--- src/rtl/tone_sequencer_if.sv ---
// Bus bundle for tone_sequencer: note-memory write port, playback control,
// volume input and the DAC/status outputs.
//   master : control side (drives writes, start/stop/loop_en, volume)
//   slave  : the sequencer (drives t_on, busy, done, note_idx)
interface tone_sequencer_if #(
  parameter int N  = 8,
  parameter int AW = 4
);
  logic          wr_en;
  logic [AW-1:0] wr_addr;
  logic [15:0]   wr_data;
  logic          start;
  logic          stop;
  logic          loop_en;
  logic [N-1:0]  volume;
  logic [N-1:0]  t_on;
  logic          busy;
  logic          done;
  logic [AW-1:0] note_idx;

  modport master (
    output wr_en, wr_addr, wr_data, start, stop, loop_en, volume,
    input  t_on, busy, done, note_idx
  );

  modport slave (
    input  wr_en, wr_addr, wr_data, start, stop, loop_en, volume,
    output t_on, busy, done, note_idx
  );
endinterface

--- src/rtl/tone_sequencer.sv ---
// Note sequencer for the PWM DAC. Plays a list of notes held in a small
// flop memory; each note is a square wave of pitch P (half period
// P*2^TONE_SHIFT clk cycles, P=0 is a rest) at amplitude 'volume', lasting
// D*TICK_DIV cycles, followed by a silent gap of GAP_TICKS*TICK_DIV cycles.
// An entry with D=0 ends the list.
// Ports:
//   clk, reset : clock, asynchronous active-high reset
//   bus.wr_en/wr_addr/wr_data : note memory write ({P[7:0], D[7:0]})
//   bus.start/stop/loop_en    : playback control
//   bus.volume                : square-wave high level
//   bus.t_on                  : DAC duty value (registered)
//   bus.busy/done/note_idx    : status
module tone_sequencer #(
  parameter int N          = 8,
  parameter int DEPTH      = 16,
  parameter int TICK_DIV   = 1000,
  parameter int TONE_SHIFT = 4,
  parameter int GAP_TICKS  = 1
) (
  input  logic             clk,
  input  logic             reset,
  tone_sequencer_if.slave  bus
);
  localparam int AW       = (DEPTH > 1) ? $clog2(DEPTH) : 1;
  localparam int PW       = (TONE_SHIFT > 0) ? TONE_SHIFT : 1;
  localparam int PLAY_MAX = 255 * TICK_DIV;
  localparam int GAP_LEN  = GAP_TICKS * TICK_DIV;
  localparam int DW       = $clog2(((PLAY_MAX > GAP_LEN) ? PLAY_MAX : GAP_LEN) + 1);

  localparam logic [PW-1:0] PRE_MAX  = PW'((1 << TONE_SHIFT) - 1);
  localparam logic [DW-1:0] GAP_END  = DW'(GAP_LEN - 1);
  localparam logic [AW-1:0] LAST_IDX = AW'(DEPTH - 1);

  typedef enum logic [1:0] {S_IDLE, S_FETCH, S_PLAY, S_GAP} state_t;

  state_t        state, state_n;
  logic [15:0]   mem [DEPTH];
  logic [15:0]   cur;
  logic [7:0]    p_lat, d_lat;
  logic [DW-1:0] dur_cnt, play_end;
  logic [PW-1:0] pre_cnt;
  logic [7:0]    pitch_cnt;
  logic          square;
  logic [N-1:0]  t_on_r;
  logic          busy_r, done_r;
  logic [AW-1:0] idx_r, idx_n;
  logic          done_n;
  logic          adv, fin;

  assign bus.t_on     = t_on_r;
  assign bus.busy     = busy_r;
  assign bus.done     = done_r;
  assign bus.note_idx = idx_r;

  // Note memory: no reset, writable at any time. The playing note is
  // protected by the copy taken in FETCH.
  always_ff @(posedge clk) begin
    if (bus.wr_en) mem[bus.wr_addr] <= bus.wr_data;
  end

  assign cur      = mem[idx_r];
  assign play_end = DW'(d_lat) * DW'(TICK_DIV) - DW'(1);

  always_ff @(posedge clk or posedge reset) begin
    if (reset) state <= S_IDLE;
    else       state <= state_n;
  end

  // Next state. 'adv' = current note (incl. gap) finished, step to the next
  // entry; 'fin' = end of list reached. Both resolve in the same cycle, so
  // NEXT and END never cost a clock of their own.
  always_comb begin
    state_n = state;
    idx_n   = idx_r;
    done_n  = 1'b0;
    adv     = 1'b0;
    fin     = 1'b0;
    case (state)
      S_IDLE: begin
        if (bus.start) begin
          state_n = S_FETCH;
          idx_n   = '0;
        end
      end
      S_FETCH: begin
        if (cur[7:0] == 8'd0) fin = 1'b1;
        else                  state_n = S_PLAY;
      end
      S_PLAY: begin
        if (dur_cnt == play_end) begin
          if (GAP_TICKS == 0) adv = 1'b1;
          else                state_n = S_GAP;
        end
      end
      S_GAP: begin
        if (dur_cnt == GAP_END) adv = 1'b1;
      end
      default: state_n = S_IDLE;
    endcase

    if (adv) begin
      if (idx_r == LAST_IDX) begin
        fin = 1'b1;
      end else begin
        idx_n   = idx_r + AW'(1);
        state_n = S_FETCH;
      end
    end

    if (fin) begin
      idx_n = '0;
      if (bus.loop_en) begin
        state_n = S_FETCH;
      end else begin
        state_n = S_IDLE;
        done_n  = 1'b1;
      end
    end

    // stop overrides every transition, including start and completion
    if (bus.stop) begin
      state_n = S_IDLE;
      idx_n   = '0;
      done_n  = 1'b0;
    end
  end

  always_ff @(posedge clk or posedge reset) begin
    if (reset) begin
      t_on_r    <= '0;
      busy_r    <= 1'b0;
      done_r    <= 1'b0;
      idx_r     <= '0;
      p_lat     <= '0;
      d_lat     <= '0;
      dur_cnt   <= '0;
      pre_cnt   <= '0;
      pitch_cnt <= '0;
      square    <= 1'b0;
    end else begin
      idx_r  <= idx_n;
      busy_r <= (state_n != S_IDLE);
      done_r <= done_n;
      t_on_r <= (state == S_PLAY && square && p_lat != 8'd0) ? bus.volume : '0;

      if (state == S_FETCH) begin
        p_lat <= cur[15:8];
        d_lat <= cur[7:0];
      end

      // Cycle counter for PLAY/GAP; restarts on every state change.
      if (state_n == state && (state == S_PLAY || state == S_GAP))
        dur_cnt <= dur_cnt + DW'(1);
      else
        dur_cnt <= '0;

      // Square generator: held at its note-start phase (high) outside PLAY,
      // so each note begins with a full high half period.
      if (state != S_PLAY) begin
        pre_cnt   <= '0;
        pitch_cnt <= '0;
        square    <= 1'b1;
      end else begin
        pre_cnt <= pre_cnt + PW'(1);
        if (pre_cnt == PRE_MAX) begin
          if (pitch_cnt == p_lat - 8'd1) begin
            pitch_cnt <= '0;
            square    <= ~square;
          end else begin
            pitch_cnt <= pitch_cnt + 8'd1;
          end
        end
      end
    end
  end
endmodule
--- src/flat_wrapper.sv ---
// flat-port wrapper written by rule: the top's interface ports become plain ports
module tone_sequencer_flat 
#(
  parameter int N          = 8,
  parameter int DEPTH      = 16,
  parameter int TICK_DIV   = 1000,
  parameter int TONE_SHIFT = 4,
  parameter int GAP_TICKS  = 1
)
  (clk, reset, bus_wr_en, bus_wr_addr, bus_wr_data, bus_start, bus_stop, bus_loop_en, bus_volume, bus_t_on, bus_busy, bus_done, bus_note_idx);
  tone_sequencer_if #(.N(N)) bus_i ();
  input  logic clk;
  input  logic reset;
  input wire logic [$bits(bus_i.wr_en)-1:0] bus_wr_en;
  input wire logic [$bits(bus_i.wr_addr)-1:0] bus_wr_addr;
  input wire logic [$bits(bus_i.wr_data)-1:0] bus_wr_data;
  input wire logic [$bits(bus_i.start)-1:0] bus_start;
  input wire logic [$bits(bus_i.stop)-1:0] bus_stop;
  input wire logic [$bits(bus_i.loop_en)-1:0] bus_loop_en;
  input wire logic [$bits(bus_i.volume)-1:0] bus_volume;
  output wire logic [$bits(bus_i.t_on)-1:0] bus_t_on;
  output wire logic [$bits(bus_i.busy)-1:0] bus_busy;
  output wire logic [$bits(bus_i.done)-1:0] bus_done;
  output wire logic [$bits(bus_i.note_idx)-1:0] bus_note_idx;
  assign bus_i.wr_en = bus_wr_en;
  assign bus_i.wr_addr = bus_wr_addr;
  assign bus_i.wr_data = bus_wr_data;
  assign bus_i.start = bus_start;
  assign bus_i.stop = bus_stop;
  assign bus_i.loop_en = bus_loop_en;
  assign bus_i.volume = bus_volume;
  assign bus_t_on = bus_i.t_on;
  assign bus_busy = bus_i.busy;
  assign bus_done = bus_i.done;
  assign bus_note_idx = bus_i.note_idx;
  tone_sequencer #(.N(N), .DEPTH(DEPTH), .TICK_DIV(TICK_DIV), .TONE_SHIFT(TONE_SHIFT), .GAP_TICKS(GAP_TICKS)) u_core (.clk(clk), .reset(reset), .bus(bus_i));
endmodule
--- config.mk ---
export PLATFORM = sky130hd
export DESIGN_NAME = tone_sequencer_flat
export DESIGN_NICKNAME = d
export VERILOG_FILES = /design/src/rtl/tone_sequencer_if.sv /design/src/rtl/tone_sequencer.sv /design/src/flat_wrapper.sv
export SDC_FILE = /design/constraint.sdc
export NUM_CORES = 1
export LEC_CHECK = 0
export ABC_AREA = 1
export CAP_MARGIN = 20
export CORE_ASPECT_RATIO = 0.6
export CORE_UTILIZATION = 65
export DETAILED_ROUTE_END_ITERATION = 8
export HOLD_SLACK_MARGIN = 0.02
export PLACE_DENSITY = 0.83
export SLEW_MARGIN = 20
export SYNTH_ARGS = -nofsm -noshare
export SYNTH_HDL_FRONTEND = slang
export SYNTH_SLANG_ARGS = --single-unit
--- constraint.sdc ---
create_clock -name clk -period 14.8 [get_ports clk]
set_input_delay 1.48 -clock clk [delete_from_list [all_inputs] [get_ports clk]]
set_output_delay 1.48 -clock clk [all_outputs]
set_load 0.01 [all_outputs]
## Word level (Yosys, flattened, before mapping)

Memories as Yosys holds them, arrays and structs flattened.
Index checks and enable logic that the tools add are counted.

- Register bits: 63
- Output and inout port bits: 14
- RAM bits: 256
- Memories kept: 1
- Input port bits: 34
- Logic and storage cells: 76

- $add $sub $neg: 6
- Mux-type cells: 35
- Reduce and logical (&&, ||, !) cells: 11
- Bitwise operators: 1
- Equal/unequal tests: 10
- $mul: 1

Memory list:

| memory | words | bits a word | read ports | clocked after memory_dff | wr ports | RTL line | RTL |
|---|---|---|---|---|---|---|---|
| u_core.mem | 16 | 16 | 1 | 0 | 1 | tone_sequencer.sv:37 | `logic [15:0] mem [DEPTH];` |

Operator list:

| cell | number |
|---|---|
| two-way mux 8 bit | 4 |
| two-way mux 4 bit | 7 |
| adder 18 x 1 -> 18 bit, second input constant | 1 |
| equality test 18 x 10 -> 1 bit, second input constant | 1 |
| equality test 18 bit | 1 |
| two-way mux 18 bit | 1 |
| subtractor 18 x 1 -> 18 bit, second input constant | 1 |
| multiplier 8 x 7 -> 15 bit, second input constant | 1 |
| two-way mux 1 bit | 15 |
| two-way mux 2 bit | 7 |
| adder 4 x 1 -> 4 bit, second input constant | 2 |
| adder 8 x 1 -> 8 bit, second input constant | 1 |
| equality test 4 bit, second input constant | 2 |
| equality test 8 bit | 1 |
| logical NOT 8 bit | 1 |
| nonzero test 8 bit | 1 |
| subtractor 8 x 1 -> 8 bit, second input constant | 1 |
| case mux 2 bit (3 select lines) | 1 |
| nonzero test 2 bit | 3 |
| equality test 2 bit, second input constant | 2 |
| logical AND 1 bit | 3 |
| equality test 2 x 1 -> 1 bit, second input constant | 1 |
| equality test 2 bit | 1 |
| logical NOT 2 bit | 1 |
| other kinds (4) | 4 |

## Depth between registers and ports, before layout

Gate-level depths: netlist of the first run.

- Depth in word-level cells: 12
- Depth in mapped cells: 30
- Gate-level depth less buffers: 29

## Least setup slack after synthesis of the first run

Ideal clock, no wire load.

- Path kind: reg2reg
- From: reg u_core.d_lat[1]
- To: reg u_core.dur_cnt[12]
- Data arrival time: 4541 ps
- Cell stages (with the launch flop): 27
- Path buffers: 1
- Clock period less this slack: 4668 ps
- Path slack: 10132 ps
- Path through: dfrtp_1 fa_1 inv_1 fa_1 fa_1 inv_1 fa_1 ha_1 nand2_1 nand2_1 a21oi_1 nand2_1 nand2_1 nand2_1 nor2_2 nand3_1 o21ai_1 nand2_1 nor2_1 nand2_1 nand2_2 nand2_2 nand2_1 nand2_2 nand2_4 buf_12 nor2_4

- Cells in the longest elaborated chain, start to end: 12

Ends and longest elaborated chain:

| item | RTL line | RTL |
|---|---|---|
| start: declaration | tone_sequencer.sv:39 | `logic [7:0] p_lat, d_lat;` |
| start signal: assignment | tone_sequencer.sv:148 | `d_lat <= cur[7:0];` |
| multiplier 8 x 7 -> 15 bit * | tone_sequencer.sv:62 | `assign play_end = DW'(d_lat) * DW'(TICK_DIV) - DW'(1);` |
| subtractor 18 x 1 -> 18 bit * | tone_sequencer.sv:62 |  |
| equality test 18 bit * | tone_sequencer.sv:90 | `if (dur_cnt == play_end) begin` |
| two-way mux 2 bit * | tone_sequencer.sv:90 |  |
| case mux 2 bit (3 select lines) * | tone_sequencer.sv:78 | `case (state)` |
| two-way mux 2 bit | tone_sequencer.sv:102 | `if (idx_r == LAST_IDX) begin` |
| two-way mux 2 bit * | tone_sequencer.sv:101 | `if (adv) begin` |
| two-way mux 2 bit * | tone_sequencer.sv:110 | `if (fin) begin` |
| two-way mux 2 bit * | tone_sequencer.sv:121 | `if (bus.stop) begin` |
| equality test 2 bit * | tone_sequencer.sv:152 | `if (state_n == state && (state == S_PLAY \|\| state == S_GAP))` |
| logical AND 1 bit * | tone_sequencer.sv:152 |  |
| two-way mux 18 bit * | tone_sequencer.sv:152 |  |
| end signal: assignment | tone_sequencer.sv:153 | `dur_cnt <= dur_cnt + DW'(1);` |
| end: declaration | tone_sequencer.sv:40 | `logic [DW-1:0] dur_cnt, play_end;` |

Every way passes the cells marked *; elsewhere a longest branch is shown, timed or not.
A chain may end at the register's enable or synchronous reset.

## Worst setup path after layout of the first run

- From: reg u_core.d_lat[2]
- To: reg u_core.dur_cnt[5]

The elaborated chain is that of the path after synthesis.

==> run_results.csv, run 1 <==
group,metric,value,unit
outcome,status,"complete, no violations",
logic_synthesis,synth_cells,1506,
route,post_drt_wl_per_cell,19.87,µm
worst_setup_path,r2r-start,"u_core.d_lat[2]",
logic_synthesis,netlist-cell-type-count,41,
floorplan,io_pins,48,
pwr,power_density,210.0,nW/µm²
worst_hold_path,hold_start,"u_core.dur_cnt[0]",
global_routing,antenna_found_initial,1,
sta,fmax,184.8,MHz
worst_setup_path,cp_max_fo,18,
logic_synthesis,synth_top_area_share,0.4983,
cts,clk_latency,0.58,ns
sta,maxSlewHeadroom,0.3961,
sta,hold_viol,0,
logic_synthesis,ys_seq_area_frac,0.6005,
route,first_pass_iters,7,
sta,clock_skew,0.01889,ns
global_routing,grt_pass1_wl,58020,µm
worst_setup_path,startpoint_type,"register",
route,via_count,11370,
finish,drive_gt1_frac,0.07678,
logic_synthesis,synth_edf_count,256,
cts,cts_setup_buffers,0,
worst_setup_path,critPathKind,"register to register",
logic_synthesis,async_flop_share,0.1975,
floorplan,placementRows,43,
worst_hold_path,hold_depth,1,
route,drt-initial-drc-count,1358,
sta,slew_viol_final,0,
cts,path_clk_slew,0.07,ns
floorplan,die_y,121.3,µm
worst_setup_path,cp.arrival,5.87,ns
worst_setup_path,cpPeakStageDelay,0.59,ns
finish,area_growth,11.88,%
sta,period_needed,5.410,ns
route,drt_wl_total,37570,µm
route,routed_via_density,6.013,
worst_hold_path,hp-class,"register to register",
floorplan,coreArea,23190,µm²
sta,tightest_slew,0.9058,ns
worst_setup_path,crit_top_cell,"nand2_1",
global_routing,track_usage,0.3139,
route,antenna_left,0,
sta,finalSetupViolCount,0,
global_routing,grt_overflow,0,
worst_setup_path,regToRegEndpoint,"u_core.dur_cnt[5]",
worst_setup_path,cp-end-kind,"register",
sta,fin_setup_tns,0,ns
floorplan,die_area,24380,µm²
placed_design,place_congestion,0.8860,
flow_run,drv_cap,0,
pwr,power_leakage,6.841,nW
cts,hold_buffers,0,
global_routing,grt_max_degree,89,
worst_setup_path,slowest_stage,"fa_1",
worst_setup_path,ff2ff_setup_slack,9.39,ns
worst_setup_path,reg2reg_depth,25,
finish,n_antenna_cell,0,
cts,cts_tree,"yes",
logic_synthesis,synth_area_per_cell,10.24,µm²
logic_synthesis,synth_flop_cell,"edfxtp_1",
cts,cts_buffer_depth,3,
logic_synthesis,synth_top_area_cell,"edfxtp_1",
logic_synthesis,syn_nets,1605,
worst_hold_path,hold_end,"u_core.dur_cnt[0]",
cts,cts_sinks,319,
logic_synthesis,yosys_warnings,0,
cts,cts_root_buf,"clkbuf_16",
worst_setup_path,crit_required,15.26,ns
cts,ctsResizeCount,0,
placed_design,hpwlAfterDp,23370,µm
logic_synthesis,synth_area,15430,µm²
placed_design,post-place-ws,9.520,ns
logic_synthesis,synth.area.top_cells,"edfxtp_1 50%, dfrtp_1 10%, nand2_1 6.9%, nor2_1 5.7%, o21ai_0 4.2%",
sta,timing.final.crit_share,0.3656,
cts,numCtsBuffers,29,
logic_synthesis,synth-seq-cells,319,
pwr,ir_worst_vdd,0.2462,mV
sta,rsz0062_at_grt,"no",
placed_design,place.port_buffers,47,
sta,fin_ws,9.390,ns
route,drcViolationCount,0,
finish,fin_nets,1653,
floorplan,start_util,0.6653,
cts,htreeDepth,1,
global_routing,first_global_vias,10690,
floorplan,die_w,200.9,µm
cells in the mapped netlist, types with 2 or more instances:
master and n:
ha_1 43, a21oi_1 33, nand3_1 86, buf_2 11, xnor2_1 6, nor2_1 234, nand2_4 3, o21ai_1 5
nor2_4 10, buf_4 2, nor2_2 2, o21ai_0 129, fa_1 22, o32ai_1 3, nand2_2 4, inv_2 4
buf_6 4, nand4_1 9, clkbuf_1 33, nor3_1 9, nand3b_1 4, edfxtp_1 256, or2_2 4, nor4_1 6
dfrtp_1 63, a31oi_1 3, o211ai_1 14, xor2_1 25, nand2_1 284, inv_1 141, o22ai_1 38, a21oi_2 7
sequential cells by signal (all words and copies together), names as in the netlist:
register             flops
u_core.p_lat             8
u_core.bus.busy          1
u_core.square            1
u_core.d_lat             8
u_core.bus.t_on          8
u_core.pitch_cnt         8
u_core.bus.note_idx      4
u_core.pre_cnt           4
u_core.bus.done          1
u_core.state             2
u_core.mem             256
u_core.dur_cnt          18
per-layer routing:
| metal | up-vias | GRT usage | share of wire |
|---|---|---|---|
| li1 | 5203 | - | - |
| met3 | 80 | 0.05048 | 0.11 |
| met5 | - | 0 | 0.00035 |
| met2 | 657 | 0.4799 | 0.44 |
| met1 | 5428 | 0.4702 | 0.42 |
| met4 | 2 | 0.08779 | 0.025 |
layout by cell type, fill, tap and decap left out, drive strengths merged, types with 14 or more instances in the layout:
| master | instances |
|---|---|
| o21ai | 134 |
| xor2 | 25 |
| inv | 146 |
| nor2 | 247 |
| nand3 | 86 |
| clkbuf | 30 |
| nand2 | 291 |
| a21oi | 40 |
| o22ai | 38 |
| ha | 43 |
| clkinv | 17 |
| o211ai | 14 |
| clkdlybuf4s50 | 47 |
| fa | 22 |
| dfrtp | 63 |
| edfxtp | 256 |
| buf | 22 |
logic make-up after synthesis:
family | after synthesis | synth area share
buf+inv | 197 | 0.05231
fa+ha+maj | 65 | 0.06342
flops | 319 | 0.6005
simple gates | 658 | 0.1806
compound gates | 236 | 0.08556
xor+xnor | 31 | 0.01760
report_power, final:
group / total [mW] / leakage, nW / internal (mW) / switching (mW)
clock: 0.788 / 0.492 / 0.449 / 0.338
sequential: 1.02 / 3.15 / 0.998 / 0.0241
combinational: 1.81 / 3.20 / 0.590 / 1.22
worst max-delay path, delay by kind of cell, from the launching register on:
family | cells | cell delay [ns]
adder cells (fa/ha/maj) | 5 | 2.49
AND/OR/NAND/NOR | 14 | 1.46
flip-flops | 1 | 0.51
XOR/XNOR | 1 | 0.33
AO/OA/AOI/OAI | 2 | 0.31
buffers and inverters | 3 | 0.20
how the worst max path moves through the flow:
stage                     from            endpoint  slack (ns)  cells past startpoint
6_report       u_core.d_lat[2]   u_core.dur_cnt[5]        9.39                     25
5_1_grt        u_core.d_lat[2]   u_core.dur_cnt[2]        9.11                     26
4_1_cts        u_core.d_lat[2]   u_core.dur_cnt[2]        9.52                     25
3_5_place_dp   u_core.d_lat[2]   u_core.dur_cnt[4]        9.52                     25
3_3_place_gp   u_core.d_lat[1]  u_core.dur_cnt[17]        9.76                     25
2_1_floorplan  u_core.d_lat[1]  u_core.dur_cnt[12]       10.13                     26
area by class of cell:
type / instances / area [µm²]
Inverter: 145 / 545.5
Clock inverter: 23 / 266.5
Sequential cell: 319 / 9269
Timing Repair Buffer: 69 / 646.9
Clock buffer: 30 / 729.5
Fill cell: 1550 / 5928
Tap cell: 315 / 394.1
Multi-Input combinational cell: 990 / 5409
per-stage QoR:
| step | cells | util | power [mW] | area, µm² | hold slack, ns |
|---|---|---|---|---|---|
| finish | 1891 | 0.7443 | 3.624 | 17260 | 0.4538 |
| global route | 1891 | 0.7443 | 3.883 | 17260 | 0.4853 |
| CTS | 1891 | 0.7439 | 3.570 | 17250 | 0.4587 |
| detailed placement | 1838 | 0.7010 | 2.786 | 16250 | 0.4503 |
| global placement | 1836 | 0.6998 | 2.718 | 16230 | 0.4485 |
| floorplan | 1506 | - | 2.369 | 15430 | 0.4322 |
Power figures use the tool's default switching activity.
==> inputs of run 2 (changes only) <==
CORE_UTILIZATION = 56   (was 65)
PLACE_DENSITY = 0.76   (was 0.83)
clock period = 4.7 ns   (was 14.8 ns; I/O delays follow)
==> run_results.csv, run 2 (synthesis results as in run 1) <==
group,metric,value,unit
sta,tightest_slew,1.055,ns
route,post_drt_wl_per_cell,18.98,µm
floorplan,io_pins,48,
placed_design,post-place-ws,-0.3314,ns
worst_setup_path,startpoint_type,"register",
sta,rsz0062_at_grt,"yes",
cts,clk_latency,0.56,ns
sta,timing.final.crit_share,1.025,
finish,instances_no_fill,1989,
worst_setup_path,cp.arrival,5.25,ns
route,routed_via_density,5.644,
sta,slew_viol_final,0,
finish,area_growth,17.48,%
sta,fmax,207.5,MHz
floorplan,die_area,28240,µm²
route,drt-initial-drc-count,1268,
route,drcViolationCount,0,
pwr,ir_worst_vdd,1.022,mV
worst_setup_path,crit_required,5.13,ns
sta,finalSetupViolCount,20,
finish,largest_register,"u_core.mem",
pwr,power_leakage,7.081,nW
sta,hold_viol,0,
worst_setup_path,cp-end-kind,"register",
global_routing,grt_overflow,0,
cts,cts_tree,"yes",
cts,cts_buffer_depth,3,
global_routing,antenna_found_initial,1,
finish,nFillCells,1952,
worst_setup_path,cpPeakStageDelay,0.53,ns
sta,maxSlewHeadroom,0.2965,
sta,period_needed,4.819,ns
global_routing,grt_max_degree,102,
sta,fin_ws,-0.1186,ns
floorplan,coreArea,26710,µm²
sta,clock_skew,0.01352,ns
finish,drive_gt1_frac,0.1585,
finish,reg_top3,"u_core.mem (256), u_core.dur_cnt (18)",
floorplan,die_y,130.6,µm
worst_setup_path,cp_max_fo,5,
placed_design,hpwlAfterDp,23560,µm
floorplan,start_util,0.5777,
route,first_pass_iters,6,
global_routing,track_usage,0.2699,
cts,hold_buffers,0,
flow_run,drv_cap,0,
outcome,status,"finished with violations",
worst_setup_path,critPathKind,"register to register",
finish,final_common_cell,"edfxtp_1",
finish,design_area,18120,µm²
route,via_count,11230,
cts,numCtsBuffers,29,
pwr,power_density,790.8,nW/µm²
worst_setup_path,crit_top_cell,"nand2_2",
cts,path_clk_slew,0.07,ns
worst_setup_path,slowest_stage,"fa_1",
finish,mostFrequentLayoutCells,"256 x edfxtp_1, 252 x nand2_1, 206 x nor2_1",
outcome,violations,"negative setup slack",
worst_hold_path,hp-class,"input pin to asynchronous set/reset pin",
placed_design,place_congestion,0.8795,
floorplan,placementRows,46,
floorplan,die_w,216.3,µm
worst_setup_path,ff2ff_setup_slack,-0.12,ns
route,drt_wl_total,37740,µm
route,antenna_left,0,
global_routing,first_global_vias,10460,
placed_design,postPlaceCellArea,16640,µm²
placed_design,place.port_buffers,47,
global_routing,grt_pass1_wl,58410,µm
cts,cts_sinks,319,
cts,htreeDepth,1,
finish,largest_reg_flops,256,
finish,fin_nets,1704,
cts,cts_root_buf,"clkbuf_16",
placed_design,dpl.cell_count,1922,
worst_setup_path,reg2reg_depth,29,
-- run 2: path summary, 6_finish.rpt --
kind / from / to
setup / recovery: u_core.d_lat[2] / u_core.dur_cnt[12]
hold reg to reg: u_core.dur_cnt[0] / u_core.dur_cnt[0]
min in group clk: bus_volume[2] / u_core.bus.t_on[2]
setup reg to reg: u_core.d_lat[2] / u_core.dur_cnt[12]
hold / removal: reset / u_core.dur_cnt[6]
max in group asynchronous: reset / u_core.p_lat[6]
-- run 2: through the flow --
| step | total power, mW | hold WS (ns) | utilization | TNS, ns |
|---|---|---|---|---|
| after floorplan | 7.461 | 0.4322 | - | 0 |
| after global placement | 9.095 | 0.4460 | 0.6215 | -3.556 |
| after detailed placement | 9.293 | 0.4677 | 0.6232 | -5.623 |
| after CTS | 13.43 | 0.2987 | 0.6741 | -0.07969 |
| after global routing | 15.17 | 0.3367 | 0.6786 | -5.956 |
| final | 14.33 | 0.2921 | 0.6786 | -1.788 |
-- run 2: layout make-up --
type                    instances  area [µm²]  share of cell area
flip-flops and latches        319        9273              0.5116
multi-input cells             990        5849              0.3227
repair buffers                120        1074             0.05923
clock buffers                  36       752.0             0.04149
inverters                     145       545.5             0.03010
well taps                     360       450.4             0.02485
clock inverters                18       177.7            0.009803
diodes                          1       2.502           0.0001381
-- run 2: worst max-delay path: cells and delay by family (launching register included) --
kind                     cells  cell delay [ns]
buffers and inverters        4             0.39
AND/OR/NAND/NOR             19             1.40
flip-flops                   1             0.46
adder cells (fa/ha/maj)      5             2.27
AO/OA/AOI/OAI                1             0.15
-- run 2: what timing repair did --
action | CTS | global route
cloned | 1 | 0
setup endpoints to repair | 20 | 20
buffers inserted | 10 | 2
gates resized for setup | 77 | 34
pin swaps | 40 | 20
endpoints found under the hold margin | 0 | 0
-- run 2: layer usage --
metal,part of all wire,vias to the layer above,GRT usage
met5,0,-,0
met4,0.018,0,0.05841
met3,0.080,57,0.04722
met2,0.44,465,0.4018
met1,0.47,5392,0.4169
li1,-,5312,-
-- run 2: report_power, final --
part	total, mW	switching [mW]	leakage (nW)	internal (mW)
Combinational	8.78	5.36	3.49	3.42
Clock	2.35	1.05	0.443	1.31
Sequential	3.19	0.0500	3.15	3.14
Total	14.3	6.46	7.08	7.87
==> inputs of run 3 (changes only) <==
CORE_MARGIN = 3   (was default)
==> run_results.csv, run 3 (synthesis results as in run 1) <==
group,metric,value,unit
cts,cts_tree,"yes",
global_routing,first_global_vias,10710,
outcome,violations,"negative setup slack",
placed_design,hpwlAfterDp,24110,µm
sta,period_needed,4.741,ns
sta,timing.final.crit_share,1.009,
pwr,ir_worst_vdd,1.059,mV
worst_setup_path,cp_max_fo,8,
global_routing,grt_overflow,0,
global_routing,grt_max_degree,70,
floorplan,die_area,29640,µm²
worst_setup_path,startpoint_type,"register",
finish,fin_nets,1706,
sta,fin_ws,-0.04104,ns
sta,rsz0062_at_grt,"yes",
flow_run,drv_cap,0,
sta,fmax,210.9,MHz
route,routed_via_density,5.681,
floorplan,coreArea,26760,µm²
finish,reg_top3,"u_core.mem (256), u_core.dur_cnt (18)",
finish,area_growth,17.07,%
cts,cts_root_buf,"clkbuf_16",
finish,largest_reg_flops,256,
worst_setup_path,slowest_stage,"fa_2",
route,drt_wl_total,37920,µm
placed_design,place.port_buffers,47,
cts,numCtsBuffers,29,
floorplan,placementRows,46,
floorplan,start_util,0.5764,
finish,final_common_cell,"edfxtp_1",
sta,slew_viol_final,0,
cts,htreeDepth,1,
global_routing,antenna_found_initial,1,
sta,hold_viol,0,
cts,clk_latency,0.57,ns
cts,path_clk_slew,0.07,ns
worst_setup_path,cp-end-kind,"register",
worst_setup_path,cpPeakStageDelay,0.56,ns
route,post_drt_wl_per_cell,19.09,µm
finish,drive_gt1_frac,0.1624,
floorplan,io_pins,48,
finish,instances_no_fill,1986,
sta,clock_skew,0.01797,ns
outcome,status,"finished with violations",
route,drcViolationCount,0,
sta,tightest_slew,0.8411,ns
placed_design,post-place-ws,-0.3164,ns
cts,hold_buffers,0,
route,drt-initial-drc-count,1292,
global_routing,grt_pass1_wl,59350,µm
route,antenna_left,0,
placed_design,place_congestion,0.9244,
worst_setup_path,critPathKind,"register to register",
worst_setup_path,cp.arrival,5.19,ns
route,via_count,11280,
floorplan,die_w,220.3,µm
route,first_pass_iters,5,
cts,cts_sinks,319,
pwr,power_leakage,7.063,nW
worst_hold_path,hp-class,"input pin to asynchronous set/reset pin",
finish,mostFrequentLayoutCells,"256 x edfxtp_1, 244 x nand2_1, 205 x nor2_1",
global_routing,track_usage,0.2585,
finish,n_antenna_cell,0,
placed_design,dpl.cell_count,1925,
worst_setup_path,crit_required,5.15,ns
worst_setup_path,crit_top_cell,"nand2_2",
pwr,power_density,780.5,nW/µm²
finish,largest_register,"u_core.mem",
sta,finalSetupViolCount,12,
sta,maxSlewHeadroom,0.4385,
cts,cts_buffer_depth,3,
sta,fin_setup_tns,-0.3073,ns
floorplan,die_y,134.6,µm
## run 3: changes by cell type in the layout (fill, tap and decap cells not counted), moves of 2 or more
cell,previous run,this run
nand2_2,29,36
inv_1,130,132
nand2_1,252,244
clkinvlp_4,2,0
buf_4,65,69
bufinv_16,3,0
fa_2,1,3
inv_2,14,11
inv_6,2,0
fa_1,21,19
buf_6,6,4
clkinv_2,4,7
## run 3: layer usage
layer	share of wire	global-route usage
met1	0.45	0.4106
met2	0.43	0.3704
met4	0.025	0.06467
met3	0.093	0.04700
met5	0.00029	0
## run 3: cell type report
type | count | area (µm²)
flip-flops and latches | 319 | 9273
well taps | 360 | 450.4
inverters | 145 | 548.0
repair buffers | 122 | 1074
clock buffers | 35 | 748.2
fillers | 2014 | 8702
clock inverters | 15 | 86.33
multi-input cells | 990 | 5882
## run 3: path summary, 6_finish.rpt
path | cells after the start | slack [ns] | endpoint | start
min | 2 | 0.37 | u_core.bus.note_idx[0] | reset
min reg2reg | 1 | 0.46 | u_core.pre_cnt[0] | u_core.pre_cnt[0]
max reg2reg | 29 | -0.04 | u_core.dur_cnt[15] | u_core.d_lat[3]
min in group clk | 3 | 0.41 | u_core.bus.t_on[4] | bus_volume[4]
max | 29 | -0.04 | u_core.dur_cnt[15] | u_core.d_lat[3]
max in group asynchronous | 3 | 3.44 | u_core.square | reset
## run 3: critical path, delay by kind of cell (launching register included)
kind	cells	cell delay, ns
adder cells (fa/ha/maj)	5	1.99
AND/OR/NAND/NOR	17	1.43
buffers and inverters	6	0.72
flip-flops	1	0.43
AO/OA/AOI/OAI	1	0.05
## run 3: timing repair
action	4_1_cts	5_1_grt
resized for setup	46	72
hold endpoints to repair	0	0
setup buffers	7	4
pin swaps	28	27
cloned	0	0
endpoints found under the setup margin	19	20
## run 3: report_power, final
group | switching [mW] | total (mW) | internal [mW]
Combinational | 5.28 | 8.76 | 3.48
Clock | 1.01 | 2.15 | 1.13
Sequential | 0.0494 | 3.19 | 3.14
Total | 6.34 | 14.1 | 7.76
## run 3: per-stage QoR
step             util  power [mW]  instance area [µm²]  hold slack (ns)
3_3_place_gp   0.6215       9.176                16630           0.4470
5_1_grt        0.6748       15.09                18060           0.4114
4_1_cts        0.6636       12.48                17760           0.3866
6_report       0.6748       14.10                18060           0.3721
3_5_place_dp   0.6230       9.256                16670           0.4526
2_1_floorplan       -       7.461                15430           0.4322
